### src/rtl/led_pattern_gen.sv
// led_pattern_gen: multi-channel LED driver.
// Every channel runs in one of four modes: OFF, ON, BLINK or PWM.
// A shared prescaler produces the blink tick.
// A shared 8-bit free-running counter is the PWM timebase.
// Configuration is written one channel per cycle through the cfg_* strobe port.

module led_pattern_gen #(
   parameter int NUM_CH     = 4,     // number of LED channels (1..16)
   parameter int PRESCALE   = 5000,  // clk cycles per blink tick (>= 2)
   parameter int PRESCALE_W = 24,    // prescaler width, 2**PRESCALE_W > PRESCALE
   parameter int CH_W       = 2      // cfg_ch width, 2**CH_W >= NUM_CH
) (
   input  logic              clk,
   input  logic              reset,     // synchronous, active-high
   input  logic              cfg_we,    // one-cycle write strobe
   input  logic [CH_W-1:0]   cfg_ch,    // channel being written
   input  logic [1:0]        cfg_mode,  // 0=OFF 1=ON 2=BLINK 3=PWM
   input  logic [7:0]        cfg_val,   // BLINK half-period / PWM duty
   output logic [NUM_CH-1:0] led,       // registered LED drive
   output logic              tick       // one-cycle pulse per prescaler wrap
);

   typedef enum logic [1:0] {
      MODE_OFF   = 2'd0,
      MODE_ON    = 2'd1,
      MODE_BLINK = 2'd2,
      MODE_PWM   = 2'd3
   } mode_t;

   localparam logic [PRESCALE_W-1:0] LP_PRESC_MAX = PRESCALE_W'(PRESCALE - 1);

   // ---------------------------------------------------------------
   // Shared timebase
   // ---------------------------------------------------------------
   logic [PRESCALE_W-1:0] r_presc;
   logic                  r_tick;
   logic [7:0]            r_pwm_cnt;
   logic                  w_presc_wrap;

   assign w_presc_wrap = (r_presc == LP_PRESC_MAX);

   // Prescaler counts 0..PRESCALE-1.
   // tick is the registered wrap flag, so it is high the cycle after the counter holds PRESCALE-1.
   // The PWM counter free-runs.
   always_ff @(posedge clk) begin
      // NOTE: sequential state always uses non-blocking assignment so every flop samples pre-edge values.
      if (reset) begin
         r_presc   <= '0;
         r_tick    <= 1'b0;
         r_pwm_cnt <= '0;
      end else begin
         r_presc   <= w_presc_wrap ? '0 : r_presc + PRESCALE_W'(1);
         r_tick    <= w_presc_wrap;
         r_pwm_cnt <= r_pwm_cnt + 8'd1;
      end
   end

   // ---------------------------------------------------------------
   // Configuration write decode
   // ---------------------------------------------------------------
   logic              w_ch_valid;
   logic [NUM_CH-1:0] w_cfg_hit;

   // One-hot write select.
   // An out-of-range channel index selects nothing, so the write is dropped.
   always_comb begin
      w_ch_valid = (int'(cfg_ch) < NUM_CH);
      for (int i = 0; i < NUM_CH; i++) begin
         w_cfg_hit[i] = cfg_we && w_ch_valid && (int'(cfg_ch) == i);
      end
   end

   // ---------------------------------------------------------------
   // Per-channel state
   // ---------------------------------------------------------------
   mode_t             r_mode   [NUM_CH];
   logic [7:0]        r_val    [NUM_CH];
   logic [7:0]        r_bcnt   [NUM_CH];
   logic [NUM_CH-1:0] r_bstate;
   logic [NUM_CH-1:0] r_led;

   mode_t             w_mode_nxt   [NUM_CH];
   logic [7:0]        w_val_nxt    [NUM_CH];
   logic [7:0]        w_bcnt_nxt   [NUM_CH];
   logic [7:0]        w_half       [NUM_CH];
   logic [NUM_CH-1:0] w_bstate_nxt;
   logic [NUM_CH-1:0] w_led_nxt;

   // Effective blink half-period.
   // A value of 0 behaves as 1, so the LED never freezes in BLINK mode.
   always_comb begin
      for (int i = 0; i < NUM_CH; i++) begin
         w_half[i] = (r_val[i] == 8'd0) ? 8'd1 : r_val[i];
      end
   end

   // Next-state and next-LED logic per channel.
   // A write wins over a coincident tick.
   // The LED is computed from the post-edge mode, value and blink state.
   always_comb begin
      for (int i = 0; i < NUM_CH; i++) begin
         // NOTE: every combinational output gets a default first, so no path can infer a latch.
         w_mode_nxt[i]   = r_mode[i];
         w_val_nxt[i]    = r_val[i];
         w_bcnt_nxt[i]   = r_bcnt[i];
         w_bstate_nxt[i] = r_bstate[i];
         w_led_nxt[i]    = 1'b0;

         if (w_cfg_hit[i]) begin
            w_mode_nxt[i]   = mode_t'(cfg_mode);
            w_val_nxt[i]    = cfg_val;
            w_bcnt_nxt[i]   = 8'd0;
            w_bstate_nxt[i] = 1'b1;
         end else if (r_mode[i] == MODE_PWM) begin
            w_bcnt_nxt[i] = 8'd0;
         end else if ((r_mode[i] == MODE_BLINK) && r_tick) begin
            // Widen by one bit so the increment cannot wrap before the compare.
            if (({1'b0, r_bcnt[i]} + 9'd1) >= {1'b0, w_half[i]}) begin
               w_bcnt_nxt[i]   = 8'd0;
               w_bstate_nxt[i] = ~r_bstate[i];
            end else begin
               w_bcnt_nxt[i] = r_bcnt[i] + 8'd1;
            end
         end

         case (w_mode_nxt[i])
            MODE_OFF:   w_led_nxt[i] = 1'b0;
            MODE_ON:    w_led_nxt[i] = 1'b1;
            MODE_BLINK: w_led_nxt[i] = w_bstate_nxt[i];
            MODE_PWM:   w_led_nxt[i] = (r_pwm_cnt < w_val_nxt[i]);
            default:    w_led_nxt[i] = 1'b0;
         endcase
      end
   end

   // Per-channel registers and the LED output register.
   always_ff @(posedge clk) begin
      if (reset) begin
         // NOTE: the per-channel arrays are plain flops, not RAM, so they are cleared element by element.
         for (int i = 0; i < NUM_CH; i++) begin
            r_mode[i] <= MODE_OFF;
            r_val[i]  <= 8'd0;
            r_bcnt[i] <= 8'd0;
         end
         r_bstate <= '1;
         r_led    <= '0;
      end else begin
         for (int i = 0; i < NUM_CH; i++) begin
            r_mode[i] <= w_mode_nxt[i];
            r_val[i]  <= w_val_nxt[i];
            r_bcnt[i] <= w_bcnt_nxt[i];
         end
         r_bstate <= w_bstate_nxt;
         r_led    <= w_led_nxt;
      end
   end

   assign led  = r_led;
   assign tick = r_tick;

endmodule
### config.mk
export PLATFORM = sky130hd
export DESIGN_NAME = led_pattern_gen
export DESIGN_NICKNAME = d
export VERILOG_FILES = /design/src/rtl/led_pattern_gen.sv
export SDC_FILE = /design/constraint.sdc
export NUM_CORES = 1
export LEC_CHECK = 0
export CAP_MARGIN = 25
export CORE_MARGIN = 5
export CORE_UTILIZATION = 45
export DETAILED_ROUTE_END_ITERATION = 8
export GPL_ROUTABILITY_DRIVEN = 0
export MAX_ROUTING_LAYER = met4
export PLACE_DENSITY_LB_ADDON = 0.08
export SYNTH_ARGS = -nofsm -noshare
export SYNTH_HDL_FRONTEND = slang
export SYNTH_SLANG_ARGS = --single-unit
### constraint.sdc
create_clock -name clk -period 8.5 [get_ports clk]
set_clock_uncertainty 0.2 [all_clocks]
set_input_delay 0.85 -clock clk [delete_from_list [all_inputs] [get_ports clk]]
set_output_delay 0.85 -clock clk [all_outputs]
set_load 0.02 [all_outputs]
; Word-level counts from Yosys, hierarchy flattened
; Memories as Yosys holds them, arrays and structs flattened.
; Index checks and enable logic that the tools add are counted.
[word_totals]
reg_bits = 41
ram_bits = 72
inputBits = 15
n_memories = 3
[op_classes]
n_addsub = 10
n_lt_le_gt_ge = 8
n_eq_ne = 24
n_mux = 63
bitwise_logic = 16
reduce_logical = 18
[memory_table]
columns = name, depth, word_bits, rd, rd_clocked_by_memory_dff, wr, line_no
row1 = r_bcnt, 4, 8, 4, 0, 4, 78  ; logic [7:0] r_bcnt [NUM_CH];
row2 = r_val, 4, 8, 4, 0, 4, 77  ; logic [7:0] r_val [NUM_CH];
row3 = r_mode, 4, 2, 4, 0, 4, 76  ; mode_t r_mode [NUM_CH];
[op_table]
columns = op, count
row1 = $mux W8, 32
row2 = $add A8 B1 Y8 const B, 5
row3 = $add A8 B1 Y9 const B, 4
row4 = $eq A2 B2 Y1 const B, 18
row5 = $ge A9 B8 Y1, 4
row6 = $logic_not A8 Y1, 4
row7 = $lt A8 B8 Y1, 4
row8 = $add A24 B1 Y24 const B, 1
row9 = $eq A24 B13 Y1 const B, 1
row10 = $mux W1, 19
row11 = $mux W2, 8
row12 = $pmux W1 S4, 4
row13 = $or A1 B1 Y1, 12
row14 = $eq A2 B1 Y1 const B, 5
row15 = $logic_not A2 Y1, 5
row16 = $logic_and A1 B1 Y1, 8
row17 = $not A1 Y1, 4
row18 = $reduce_or A2 Y1, 1

; Logic depth before layout (Yosys ltp)
; Gate-level depths: netlist of the first run.
; An unclocked memory read counts as a cell.
[depth]
depth_word = 9
depth_mapped = 11

; Worst setup path before layout of the first run
; No wires, ideal clock.
[synth_path]
path_type = input-to-reg
from = in cfg_ch[1]
to = reg r_led[1] (netlist: led[1])
setup_ns = 0.086
arrival_ns = 2.843
t_required_ns = 8.214
setup_slack_ns = 5.372
cell_stages = 9
n_path_buf = 2
cell_sequence = and3b_1 clkbuf_1 clkbuf_1 a21oi_1 ha_1 or4_1 a31oi_1 nor4b_1 a211oi_1
[synth_between]
elab_chain_len = 5
elab_cells_between_ends = 11
[synth_rtl]
columns = item, line_no
row1 = "start, declared", 16  ; input logic [CH_W-1:0] cfg_ch,
row2 = $eq A2 B2 Y1 (*), 69  ; w_cfg_hit[i] = cfg_we && w_ch_valid && (int'(cfg_ch) == i);
row3 = $logic_and A1 B1 Y1 (*), 69
row4 = $mux W8 or $mux W2 (tied branches), 109  ; if (w_cfg_hit[i]) begin
row5 = "$lt A8 B8 Y1, or another cell as far along", 130  ; MODE_PWM: w_led_nxt[i] = (r_pwm_cnt < w_val_nxt[i]);
row6 = $pmux W1 S4 (*), 126  ; case (w_mode_nxt[i])
row7 = "end signal, assigned", 154  ; r_led <= w_led_nxt;
row8 = "end, declared", 80  ; logic [NUM_CH-1:0] r_led;
; Every way passes the cells marked *; elsewhere a longest branch is shown, timed or not.
; A chain may end at the register's enable or synchronous reset.

; Final worst setup path of the first run
[layout_path]
from = in cfg_ch[0]
to = reg r_led[2] (netlist: led[2])
; The elaborated chain is that of the path after synthesis.

==> results by group, run 1 <==
Outcome
  • Run status: completed

Min path
  • Worst Hold Path EP: r_presc[0]
  • HP Class: reg2reg
  • Hold path start: r_presc[0]
  • Worst Hold Path Cells: 1

Flow run
  • Max Cap Viol: 0

Logic synthesis
  • Seq/Total Area, Yosys: between 30% and 40%
  • Synthesized instance count: 758
  • Post-synth EDFFs: 0
  • Post-synth top cells: 127 x nor2_1, 113 x dfxtp_1, 66 x ha_1
  • Mapped Area: ~6400 sq um
  • Synth unique cells: 50
  • Synth top area cells: dfxtp_1 36%, ha_1 13%, nor2_1 7.5%, xnor2_1 4.7%, xor2_1 4.5%
  • Most common cell in the synthesized netlist: nor2_1
  • Top cell type's share of synthesized area: 35.6%
  • Ys Warns: 0
  • Yosys reg bits: 113
  • Syn nets: 839
  • Top_reg_cell synth: dfxtp_1
  • Async set or reset register ratio after synthesis: 0%
  • Synth area leader: dfxtp_1
  • Mean Syn Cell Area: approximately 8.4 sq um

Timing
  • # setup viols final: 0
  • Unrepaired setup endpoints after global routing: no
  • Tmin final: 3.60 ns
  • Setup tns final: 0 ns
  • Max Fclk: 278 MHz
  • Slew @ Worst Pin: about 1.0 ns
  • Slew margin rel.: 33.4%
  • PnR worst setup slack: 4.90 ns
  • Crit share post-route: around 42%
  • Final slew viol count: 0
  • Hold Fails Final Rpt: 0

Finish
  • ANT cells: 0
  • Synth-to-Final Area Change: 15.3%
  • Fraction of layout cells with a size suffix above 1: about 5.4%
  • Final #Nets: 853
  • Final Non-Filler Cells: 965
  • Finished Cell Area: 7340 sq um

Floorplanning
  • Site Rows: 43
  • I/O Pins: 20
  • Initial core utilization: between 40% and 50%
  • Die area: between 15000 and 20000 sq um
  • DIE WIDTH: 129 um
  • Chip height: 129 um
  • Core area: 13900 sq um

Power and ir drop
  • Pleak: ~3.1 nW
  • VDD IR-drop max: around 0.14 mV
  • Power per standard cell area: 196 nW/um^2

Placed design
  • Post-Place Cell Area: roughly 6700 sq um
  • Place WS: 4.52 ns
  • Port bufs: 19
  • HPWL Detailed: 10400 um
  • Inst Count DP: 933

Worst setup path
  • Register-to-Register Path Depth: 11
  • Crit Path Category: in2reg
  • Crit path largest cell delay: 0.68 ns
  • Most used cell, CP: a21oi_1
  • Worst-path fanout max: 13
  • Reg2reg setup slack: 5.05 ns
  • CP endpoint kind: register
  • Crit-path cells: clkdlybuf4s50_1, nand3b_1, mux2i_1, ha_1, a21oi_1, o21ai_0, a2111oi_0, a21oi_1, o22ai_1
  • Critical-path top delay cell: nand3b_1
  • WP data required: 8.64 ns
  • RR Endpoint: led[1]
  • CP startpoint: cfg_ch[0]
  • Setup crit start kind: input pin
  • Worst R2R Start: r_bcnt[1][0]
  • Arrival time at the worst endpoint: roughly 3.7 ns

CTS
  • Cts hold-fix bufs: 0
  • TritonCTS Sinks: about 110
  • Later-pin clock latency in the skew report: 0.42 ns
  • PostCTS Resize Cnt: 0
  • CTS Buffer Depth: 2
  • Setup Buffers After CTS: 0
  • CTS tree: yes
  • Worst-path clk slew: 0.05 ns
  • H-tree levels: 4
  • CTS Root Buffer Type: clkbuf_16
  • Total CTS buffers: 17

Routing
  • DRC: 0
  • Drt first-iter violations: 283
  • Antenna viol nets, final: 0
  • Final WL: 14700 um
  • DR pass1 iterations: 5
  • Vias: 5205
  • Via density: 5.39
  • Wire per inst: 15.2 um

Global routing
  • Pin count of the biggest net entering global routing: 63
  • Most Crowded Layer GR: met2
  • Met3 usage: 4.73%
  • Total GRT Usage: 19.4%
  • GR Overflow Total: 0
  • First-pass GRT wire length: 24800 um
  • Initial antenna violation count: 0
  • Vias in the first global route: 5151
  • Met1 Use GR: 24.9%
  • Met2 GRT Util: 29.4%
[per-stage QoR]
stage	total power [W]	hold slack, ns	util, %
after floorplan	0.000631	0.218	-
after global placement	0.000663	0.228	48.2
after detailed placement	0.000666	0.254	48.2
after CTS	0.00146	0.261	52.8
after global routing	0.00150	0.294	52.8
final	0.00144	0.250	52.8
[power breakdown]
part           internal, W  leakage [nW]  total (W)  switching [W]
clock network     0.000526         0.308   0.000782       0.000256
registers         0.000540         0.915   0.000550     0.00000982
logic            0.0000431          1.85   0.000106      0.0000627
total              0.00111          3.07    0.00144       0.000329
[worst max-delay path: cells and delay by family]
family	cells	cell delay, ns
adders and majority gates	1	0.31
buffers and inverters	1	0.52
AOI/OAI and AO/OA	5	0.94
muxes	1	0.42
and+or+nand+nor	1	0.68
[cells by family (layout without fill, tap and decap cells)]
group,count (synthesis),after routing,synth area share [%]
AO/OA/AOI/OAI,116,116,11.9
XOR/XNOR,67,67,9.22
adder cells (fa/ha/maj),66,66,13.0
buffers and inverters,59,86,3.52
flip-flops,113,113,35.6
multiplexers,26,26,4.13
AND/OR/NAND/NOR,311,311,22.7
[routing by layer]
| layer | wire length [um] | up-vias |
|---|---|---|
| met4 | 320 | 0 |
| met5 | 0 | - |
| met2 | 6490 | 82 |
| met3 | 467 | 32 |
| met1 | 7400 | 2413 |
| li1 | - | 2678 |
[cell usage in the layout, fill, tap and decap left out, types with 7 or more instances in the layout]
| cell type | Yosys | layout |
|---|---|---|
| nand3b_1 | 7 | 7 |
| nand2_1 | 60 | 60 |
| and3_1 | 10 | 10 |
| inv_1 | 34 | 34 |
| nor2b_1 | 8 | 8 |
| nor2_1 | 127 | 127 |
| a21oi_1 | 42 | 42 |
| clkbuf_16 | 0 | 17 |
| nand3_1 | 36 | 36 |
| nor4_1 | 8 | 8 |
| xor2_1 | 33 | 33 |
| o21ai_0 | 24 | 24 |
| nand4_1 | 11 | 11 |
| mux2i_1 | 24 | 24 |
| xnor2_1 | 34 | 34 |
| clkdlybuf4s50_1 | 0 | 18 |
| ha_1 | 66 | 66 |
| dfxtp_1 | 113 | 113 |
| a32o_1 | 10 | 10 |
| nor3_1 | 20 | 20 |
[worst max-delay path by stage]
stage          cells past startpoint  slack [ns]      to
2_1_floorplan                      9        5.37  led[1]
3_3_place_gp                       9        4.58  led[2]
3_5_place_dp                       9        4.52  led[2]
4_1_cts                            9        4.96  led[2]
5_1_grt                            8        4.69  led[0]
6_report                           9        4.90  led[2]
[sequential cells by signal, summed over array words and instances, names as in the netlist]
name and flops:
led 4, r_bcnt 32, r_bstate 4, r_mode 8, r_presc 24, r_pwm_cnt 8
r_val 32, tick 1
[cell type report]
| class | count | area [sq um] |
|---|---|---|
| fillers | 1294 | 6550 |
| multi-input cells | 586 | 3880 |
| flip-flops and latches | 113 | 2260 |
| clock buffers | 18 | 439 |
| well taps | 180 | 225 |
| clock inverters | 14 | 213 |
| repair buffers | 20 | 193 |
| inverters | 34 | 128 |
(Power assumes the default switching activity.)
==> run 2: changes to the inputs <==
- clock period: 8.5 -> 3.55 ns (I/O delays scaled with it)
==> run 2 against run 1 <==
Net effect: register-to-register slack got worse by 4.8 ns; power increased by 140%; sequential share of layout area decreased by 0.38 points; first-iteration DRC count decreased by 17%; design area is 1.2% higher; clock power is 150% higher; highest routed layer unchanged.
==> results by group, run 2 (same netlist as run 1, synthesis figures left out) <==
Outcome
  • Run status: completed

CTS
  • Cts hold-fix bufs: 0
  • CTS Buffer Depth: 2
  • Setup Buffers After CTS: 0
  • Worst-path clk slew: about 0.05 ns
  • Later-pin clock latency in the skew report: 0.42 ns
  • Total CTS buffers: 17
  • PostCTS Resize Cnt: 0
  • TritonCTS Sinks: about 110
  • CTS Root Buffer Type: clkbuf_16
  • CTS tree: yes
  • H-tree levels: 4

Worst setup path
  • Setup crit start kind: register
  • Crit-path cells: ha_1, nand3_1, or2_2, xnor2_1, ha_1, and4_1, a2111oi_1, a21boi_0, o21a_1, a211oi_1
  • Crit Path Category: reg2reg
  • Arrival time at the worst endpoint: 3.39 ns
  • CP endpoint kind: register
  • Most used cell, CP: ha_1
  • Worst-path fanout max: 8
  • WP data required: about 3.7 ns
  • Crit path largest cell delay: about 0.46 ns
  • Critical-path top delay cell: a2111oi_1

Routing
  • Drt first-iter violations: 236
  • DR pass1 iterations: 4
  • DRC: 0
  • Final WL: 14700 um
  • Antenna viol nets, final: 0
  • Vias: between 5k and 6k
  • Via density: 5.40
  • Wire per inst: 15.1 um

Placed design
  • Port bufs: 19
  • Inst Count DP: 942
  • HPWL Detailed: 10900 um
  • Place WS: 0.208 ns

Power and ir drop
  • Internal: 0.00277 W
  • Sw Pwr: approximately 0.00076 W
  • Pleak: 3.14 nW
  • Power per standard cell area: ~470 nW/um^2
  • Register share of total power: 37.4%
  • Switch share: between 20% and 30%
  • Clock power frac: between 50 and 60%
  • VDD IR-drop max: 0.356 mV
  • Combinational group share of total power: under 10%

Finish
  • Commonest non-fill, non-tap cell in the layout: nor2_1
  • Final #Nets: 862
  • Fraction of layout cells with a size suffix above 1: 6.31%
  • Top flop regs: r_bcnt: 32 flops, r_val: 32 flops, r_presc: 24 flops
  • ANT cells: 0
  • Multi-input logic area: 3880 sq um
  • Synth-to-Final Area Change: 16.7%
  • Commonest non-fill, non-tap cells in the layout: 127 x nor2_1, 113 x dfxtp_1, 66 x ha_1, 60 x nand2_1, 42 x a21oi_1
  • Filler cells: about 1.3k
  • Final Non-Filler Cells: 973
  • Sequential cell area: 2260 sq um

Global routing
  • Total GRT Usage: 19.4%
  • Vias in the first global route: 5154
  • GR Overflow Total: 0
  • Initial antenna violation count: 0
  • First-pass GRT wire length: 24800 um
  • Pin count of the biggest net entering global routing: 34

Flow run
  • Max Cap Viol: 0

Floorplanning
  • Chip height: 129 um
  • Core area: 13900 sq um
  • DIE WIDTH: 129 um
  • Initial core utilization: 45.8%
  • Site Rows: 43
  • I/O Pins: 20
  • Die area: 16600 sq um

Min path
  • HP Class: reg2reg

Timing
  • Crit share post-route: 92.1%
  • # setup viols final: 0
  • Slew margin rel.: 53.4%
  • Max Fclk: 306 MHz
  • Hold Fails Final Rpt: 0
  • Final slew viol count: 0
  • PnR worst setup slack: 0.280 ns
  • Slew @ Worst Pin: between 0.6 and 0.7 ns
  • Setup tns final: 0 ns
  • Tmin final: ~3.3 ns
  • Unrepaired setup endpoints after global routing: no
==> run 2: path summary, 6_finish.rpt <==
check | startpoint | endpoint | slack [ns] | cells past startpoint
max reg2reg | r_bcnt[3][0] | r_bcnt[3][0] | 0.28 | 10
max | r_bcnt[3][0] | r_bcnt[3][0] | 0.28 | 10
min | r_presc[0] | r_presc[0] | 0.24 | 1
min reg2reg | r_presc[0] | r_presc[0] | 0.24 | 1
==> run 2: worst max-delay path: cells and delay by family, from the launching register on <==
kind | cells | cell delay, ns
xor gates and xnor gates | 1 | 0.14
and+or+nand+nor | 3 | 0.74
AOI/OAI and AO/OA | 4 | 1.15
DFF | 1 | 0.39
adders and majority gates | 2 | 0.54
==> run 2: per-layer routing <==
layer | vias to the layer above | part of all wire (%) | global-route usage [%]
li1 | 2696 | - | -
met2 | 79 | 46 | 30.2
met3 | 27 | 3.9 | 5.60
met4 | 0 | 1.5 | 6.18
met1 | 2456 | 49 | 24.3
met5 | - | 0 | -
==> run 2: stage by stage <==
stage	total power (W)	instance area (sq um)	hold WS, ns	util [%]
CTS	0.00356	7430	0.246	53.5
finish	0.00352	7430	0.239	53.5
floorplan	0.00151	6360	0.218	-
global route	0.00366	7430	0.270	53.5
detailed placement	0.00161	6750	0.240	48.6
global placement	0.00160	6750	0.229	48.6
==> run 2: area by class of cell <==
type                            count  area share [%]
Clock inverter                     11            2.80
Multi-Input combinational cell    586            52.2
Timing Repair Buffer               29            3.50
Sequential cell                   113            30.5
Clock buffer                       20            6.28
Tap cell                          180            3.03
Inverter                           34            1.72
==> run 2: power by group through the flow <==
stage	clock network, W	registers, W	logic (W)
after global placement	0	0.00134	0.000255
after detailed placement	0	0.00134	0.000262
after floorplan	0	0.00134	0.000173
after global routing	0.00205	0.00132	0.000296
after CTS	0.00198	0.00132	0.000264
final	0.00194	0.00132	0.000262
==> run 3: changes to the inputs <==
- GPL_ROUTABILITY_DRIVEN: 0 -> default
==> results of run 3 <==
Same layout as run 2: the final DEF is identical, and so are final timing and power.
==> edit 1 (config.mk and constraints of run 2) <==
Make the reset (`reset`) asynchronous in 2 clocked blocks.
--- a/src/rtl/led_pattern_gen.sv
+++ b/src/rtl/led_pattern_gen.sv
@@ -43,5 +43,5 @@
    // tick is the registered wrap flag, so it is high the cycle after the counter holds PRESCALE-1.
    // The PWM counter free-runs.
-   always_ff @(posedge clk) begin
+   always_ff @(posedge clk or posedge reset) begin
       // NOTE: sequential state always uses non-blocking assignment so every flop samples pre-edge values.
       if (reset) begin
@@ -135,5 +135,5 @@
 
    // Per-channel registers and the LED output register.
-   always_ff @(posedge clk) begin
+   always_ff @(posedge clk or posedge reset) begin
       if (reset) begin
          // NOTE: the per-channel arrays are plain flops, not RAM, so they are cleared element by element.
Check against the original RTL: differs if reset is asserted again (counterexample within 4 cycles, from zero or initial values and one cycle with reset high); with reset held inactive, the same outputs for 10 cycles.
==> edit 1 against run 2 <==
Critical endpoint is now led[1]. Cell area rose by 5.0%. Sequential cell count did not move. Wire length rose by 4.8%. Non-clock buffer count rose by 2. Via count fell by 3.3%. Synthesized area rose by 5.8%. Worst setup slack improved by 53 ps. Largest cell class unchanged. Die area rose by 5.3%.
Power is not compared: it rests on default switching activity, and its combinational part moved more than twofold at a synthesized area within 25%.
==> edit 1: results (changes against run 2) <==
stage,metric,value,unit,change
run_status,status,finished clean,,unchanged
yosys,syn_nets,751,,was 839
setup_path,cpMaxStageDelayCell,a311oi_2,,was a2111oi_1
worst_hold_path,hp-class,input pin to asynchronous set/reset pin,,was flop to flop
layout,diodes,0,,unchanged
layout,nets,789,,was 862
layout,top_regs,"r_bcnt: 32 flops, r_val: 32 flops, r_presc: 24 flops",,unchanged
routing,first_pass_iters,5,,was 4
setup_path,slowest_delay,590,ps,was 460 ps
routing,wl_per_cell,17.0,um,was 15.1 um
yosys,synth-async-reset-ratio,100,%,was 0%
grt,grt_pass1_vias,5326,,was 5154
setup_path,ff2ff_path_depth,10,,unchanged
yosys,synth_seq_area_share,42.1,%,was 35.6%
clock_network,cts_buffers,17,,unchanged
clock_network,ctsResizeCount,0,,unchanged
setup_path,path_delay_family,compound AO/OA/AOI/OAI gates,,unchanged
placed_design,dp_slack,354,ps,was 208 ps
layout,drive_gt1_share,9.85,%,was 6.31%
timing,layout_setup_ws,334,ps,was 280 ps
power_and_ir_drop,vdd_drop_max,0.353,mV,
clock_network,ctsHtreeMaxLevel,4,,unchanged
clock_network,path_clk_slew,60,ps,
timing,holdWs,223,ps,was 239 ps
yosys,synth_common_cells,"dfrtp_1 (109), ha_1 (66), inv_1 (62)",,"was nor2_1 (127), dfxtp_1 (113), ha_1 (66)"
yosys,synth-main-ff-cell,dfrtp_1,,was dfxtp_1
clock_network,clock_latency,420,ps,about the same
grt,antenna_found_initial,0,,unchanged
clock_network,postCtsSetupRepairBufs,0,,unchanged
grt,grt_max_degree,57,,was 34
placed_design,placed_cell_area,7210,um^2,was 6750 um^2
yosys,synth_cell_types,57,,was 50
setup_path,crit_fanout,7,,was 8
yosys,synthCells,670,,was 758
yosys,netlist_top_cells_area,"dfrtp_1 (41%), ha_1 (12%), xnor2_1 (4.6%), inv_1 (3.5%), a32o_1 (3.3%)",,"was dfxtp_1 (36%), ha_1 (13%), nor2_1 (7.5%), xnor2_1 (4.7%), xor2_1 (4.5%)"
setup_path,r2r_start,r_bcnt[16],,was r_bcnt[3][0]
layout,fillCellCount,1303,,was 1316
setup_path,cp-endpoint,led[1],,was r_bcnt[3][0]
grt,grt_pass1_wl,26.4,mm,was 24.8 mm
timing,slew_headroom,46.3,%,was 53.4%
clock_network,clock_path_buffers,2,,unchanged
setup_path,worstSetupStartpoint,r_bcnt[16],,was r_bcnt[3][0]
power_and_ir_drop,power_density,475,nW/um^2,
power_and_ir_drop,leakage,0.00387,uW,
setup_path,arrival,3310,ps,was 3390 ps
yosys,yosys_warnings,0,,unchanged
grt,track_usage,19.0,%,was 19.4%
routing,first_iter_violations,255,,was 236
routing,vias_per_cell,5.62,,was 5.40
placed_design,placedCellCount,873,,was 942
routing,vias,5086,,was 5258
placed_design,hpwl,11.3,mm,was 10.9 mm
placed_design,io_buffers,19,,unchanged
clock_network,clock-root-buffer,clkbuf_16,,unchanged
## edit 1: area by class of cell
type	instances	share of cell area [%]
tap	184	2.95
clock inverter	14	1.97
inverter	62	3.02
multi-input combinational	483	46.4
timing repair buffer	31	3.75
sequential	113	36.3
clock buffer	18	5.63
## edit 1: logic make-up after synthesis
| group | synth area share (%) |
|---|---|
| AND/OR/NAND/NOR | 15.6 |
| AO/OA/AOI/OAI | 13.5 |
| flip-flops | 42.1 |
| buffers and inverters | 4.22 |
| adder cells (fa/ha/maj) | 12.3 |
| XOR/XNOR | 7.16 |
| multiplexers | 5.08 |
## edit 1: where the power goes
group	switching [uW]	internal, uW
Clock	647	1060
Combinational	312	226
Sequential	79.1	1380
Total	1040	2670
## edit 1: routing by layer
metal | global-route usage, % | vias up | wire length (um)
met3 | 4.58 | 20 | 511
met4 | 6.17 | 0 | 229
li1 | - | 2481 | -
met1 | 24.4 | 2517 | 7270
met5 | - | - | 0
met2 | 29.8 | 68 | 7390
==> edit 2 (config.mk and constraints of run 2) <==
Made on the original files. `PRESCALE_W`: 24 -> 20.
--- a/src/rtl/led_pattern_gen.sv
+++ b/src/rtl/led_pattern_gen.sv
@@ -8,5 +8,5 @@
    parameter int NUM_CH     = 4,     // number of LED channels (1..16)
    parameter int PRESCALE   = 5000,  // clk cycles per blink tick (>= 2)
-   parameter int PRESCALE_W = 24,    // prescaler width, 2**PRESCALE_W > PRESCALE
+   parameter int PRESCALE_W = 20,    // prescaler width, 2**PRESCALE_W > PRESCALE
    parameter int CH_W       = 2      // cfg_ch width, 2**CH_W >= NUM_CH
 ) (
Formal check against the unedited RTL: no difference found for any inputs over 10 cycles, from zero or initial values and one cycle with reset high; that may be too few to reach the edited logic, so the function may still have changed.
==> edit 2 against run 2 <==
Worst setup slack better by 130 ps. Total power is 28% lower. Utilization down 2.6 points. Wire length decreased by 6.5%. Via count fell by 3.8%. Cell area decreased by 9.1%. Sequential cell count decreased by 4. Cell count down 4.0%. Non-clock buffer count is 4 lower. Die area is 4.1% lower. Synthesized area shrank 4.4%. Highest routed layer unchanged.
==> edit 2: results (changes against run 2) <==
stage,metric,value,unit,change
yosys,synth_compound_area_share,14.1,%,was 11.9%
routing,wl,13.7,mm,was 14.7 mm
yosys,syn_area_per_cell,8.22,um^2,was 8.39 um^2
worst_hold_path,hp-class,flop to flop,,unchanged
grt,grt_pass1_vias,4946,,was 5154
yosys,synthMuxAreaShare,1.65,%,was 4.13%
setup_path,arrival,3230,ps,was 3390 ps
layout,fillCellCount,1332,,was 1316
grt,grt_max_degree,42,,was 34
placed_design,dp_slack,364,ps,was 208 ps
layout,final_util,51.0,%,was 53.5%
setup_path,ff2ff_path_depth,12,,was 10
placed_design,hpwl,10.3,mm,was 10.9 mm
yosys,synth_fa_ha_area_share,13.6,%,was 13.0%
layout,signal_buffers,25,,was 29
power_and_ir_drop,vdd_drop_max,0.284,mV,was 0.356 mV
floorplan,chipWidth,126,um,was 129 um
run_status,status,finished clean,,unchanged
layout,stdcell_count,934,,was 973
placed_design,placedCellCount,918,,was 942
grt,grt_pass1_wl,23.6,mm,was 24.8 mm
layout,clkbuf_count,9,,was 20
clock_network,ctsHtreeMaxLevel,3,,was 4
setup_path,cpMaxStageDelayCell,nor2b_1,,was a2111oi_1
layout,clk_share,4.43,%,was 9.08%
yosys,yosys.area_share.xor_xnor,8.07,%,was 9.22%
clock_network,clock_latency,360,ps,was 420 ps
layout,multiInputGateArea,3670,um^2,was 3880 um^2
setup_path,slowest_delay,480,ps,was 460 ps
yosys,syn_nets,821,,was 839
power_and_ir_drop,p_switching,635,uW,was 757 uW
layout,seq_area,2180,um^2,was 2260 um^2
layout,drive_gt1_share,3.83,%,was 6.31%
yosys,netlist_top_cells_area,"dfxtp_1 (36%), ha_1 (14%), nor2_1 (9.5%), a21oi_1 (4.9%), xor2_1 (4.5%)",,"was dfxtp_1 (36%), ha_1 (13%), nor2_1 (7.5%), xnor2_1 (4.7%), xor2_1 (4.5%)"
layout,flops_and_latches,109,,was 113
layout,nets,834,,was 862
layout,buf_share,3.60,%,was 3.50%
yosys,synth_seq_area_share,35.9,%,was 35.6%
clock_network,path_clk_slew,80,ps,was 50 ps
setup_path,r2r_start,r_bcnt[0][0],,was r_bcnt[3][0]
layout,top_regs,"r_bcnt: 32 flops, r_val: 32 flops, r_presc: 20 flops",,"was r_bcnt: 32 flops, r_val: 32 flops, r_presc: 24 flops"
worst_hold_path,hp-start,r_presc[0],,unchanged
routing,vias,5058,,was 5258
power_and_ir_drop,leakage,0.00268,uW,was 0.00314 uW
layout,inverters,35,,was 34
placed_design,placed_cell_area,6450,um^2,was 6750 um^2
yosys,synth_common_cells,"nor2_1 (154), dfxtp_1 (109), ha_1 (66)",,"was nor2_1 (127), dfxtp_1 (113), ha_1 (66)"
layout,multi_input_cells,573,,was 586
timing,worst_pin_slew,760,ps,was 692 ps
-- edit 2: cell count changes after synthesis, moves of 5 or more --
cell,run 2,this run
nor2_1,127,154
nand2b_1,5,0
nor2b_1,8,13
o21ai_0,24,19
mux2i_1,24,10
nor3_1,20,6
xnor2_1,34,25
nand2_1,60,47
a22oi_1,0,21
a32o_1,10,0
nand3_1,36,31
a21oi_1,42,59
-- edit 2: critical path, delay by kind of cell, from the launching register on --
kind            cells  cell delay [ps]
flops               1              430
simple gates        4              930
fa+ha+maj           2              510
compound gates      4              590
buf+inv             1              170
xor+xnor            1              240
-- edit 2: power by group through the flow --
| stage | Sequential, uW | Combinational (uW) | Clock (uW) |
|---|---|---|---|
| 2_1_floorplan | 1290 | 162 | 0 |
| 3_3_place_gp | 1290 | 241 | 0 |
| 3_5_place_dp | 1290 | 247 | 0 |
| 4_1_cts | 1270 | 250 | 1070 |
| 5_1_grt | 1270 | 281 | 1120 |
| 6_report | 1270 | 246 | 1030 |
-- edit 2: final timing paths --
path / end / slack (ps)
setup / recovery: r_bcnt[0][1] / 410
hold / removal: r_presc[0] / 240
setup reg to reg: r_bcnt[0][1] / 410
hold reg to reg: r_presc[0] / 240
-- edit 2: kinds of logic (layout without fill, tap and decap cells) --
| logic type | after synthesis | after routing |
|---|---|---|
| AND/OR/NAND/NOR | 304 | 304 |
| buffers and inverters | 58 | 76 |
| multiplexers | 10 | 10 |
| AO/OA/AOI/OAI | 137 | 137 |
| adder cells (fa/ha/maj) | 66 | 66 |
| XOR/XNOR | 56 | 56 |
| flip-flops | 109 | 109 |
-- edit 2: metal layers --
layer / GRT usage [%] / part of all wire (%)
met5: - / 0
met4: 5.24 / 1.6
met3: 4.78 / 4.8
met2: 30.4 / 48
met1: 22.8 / 46
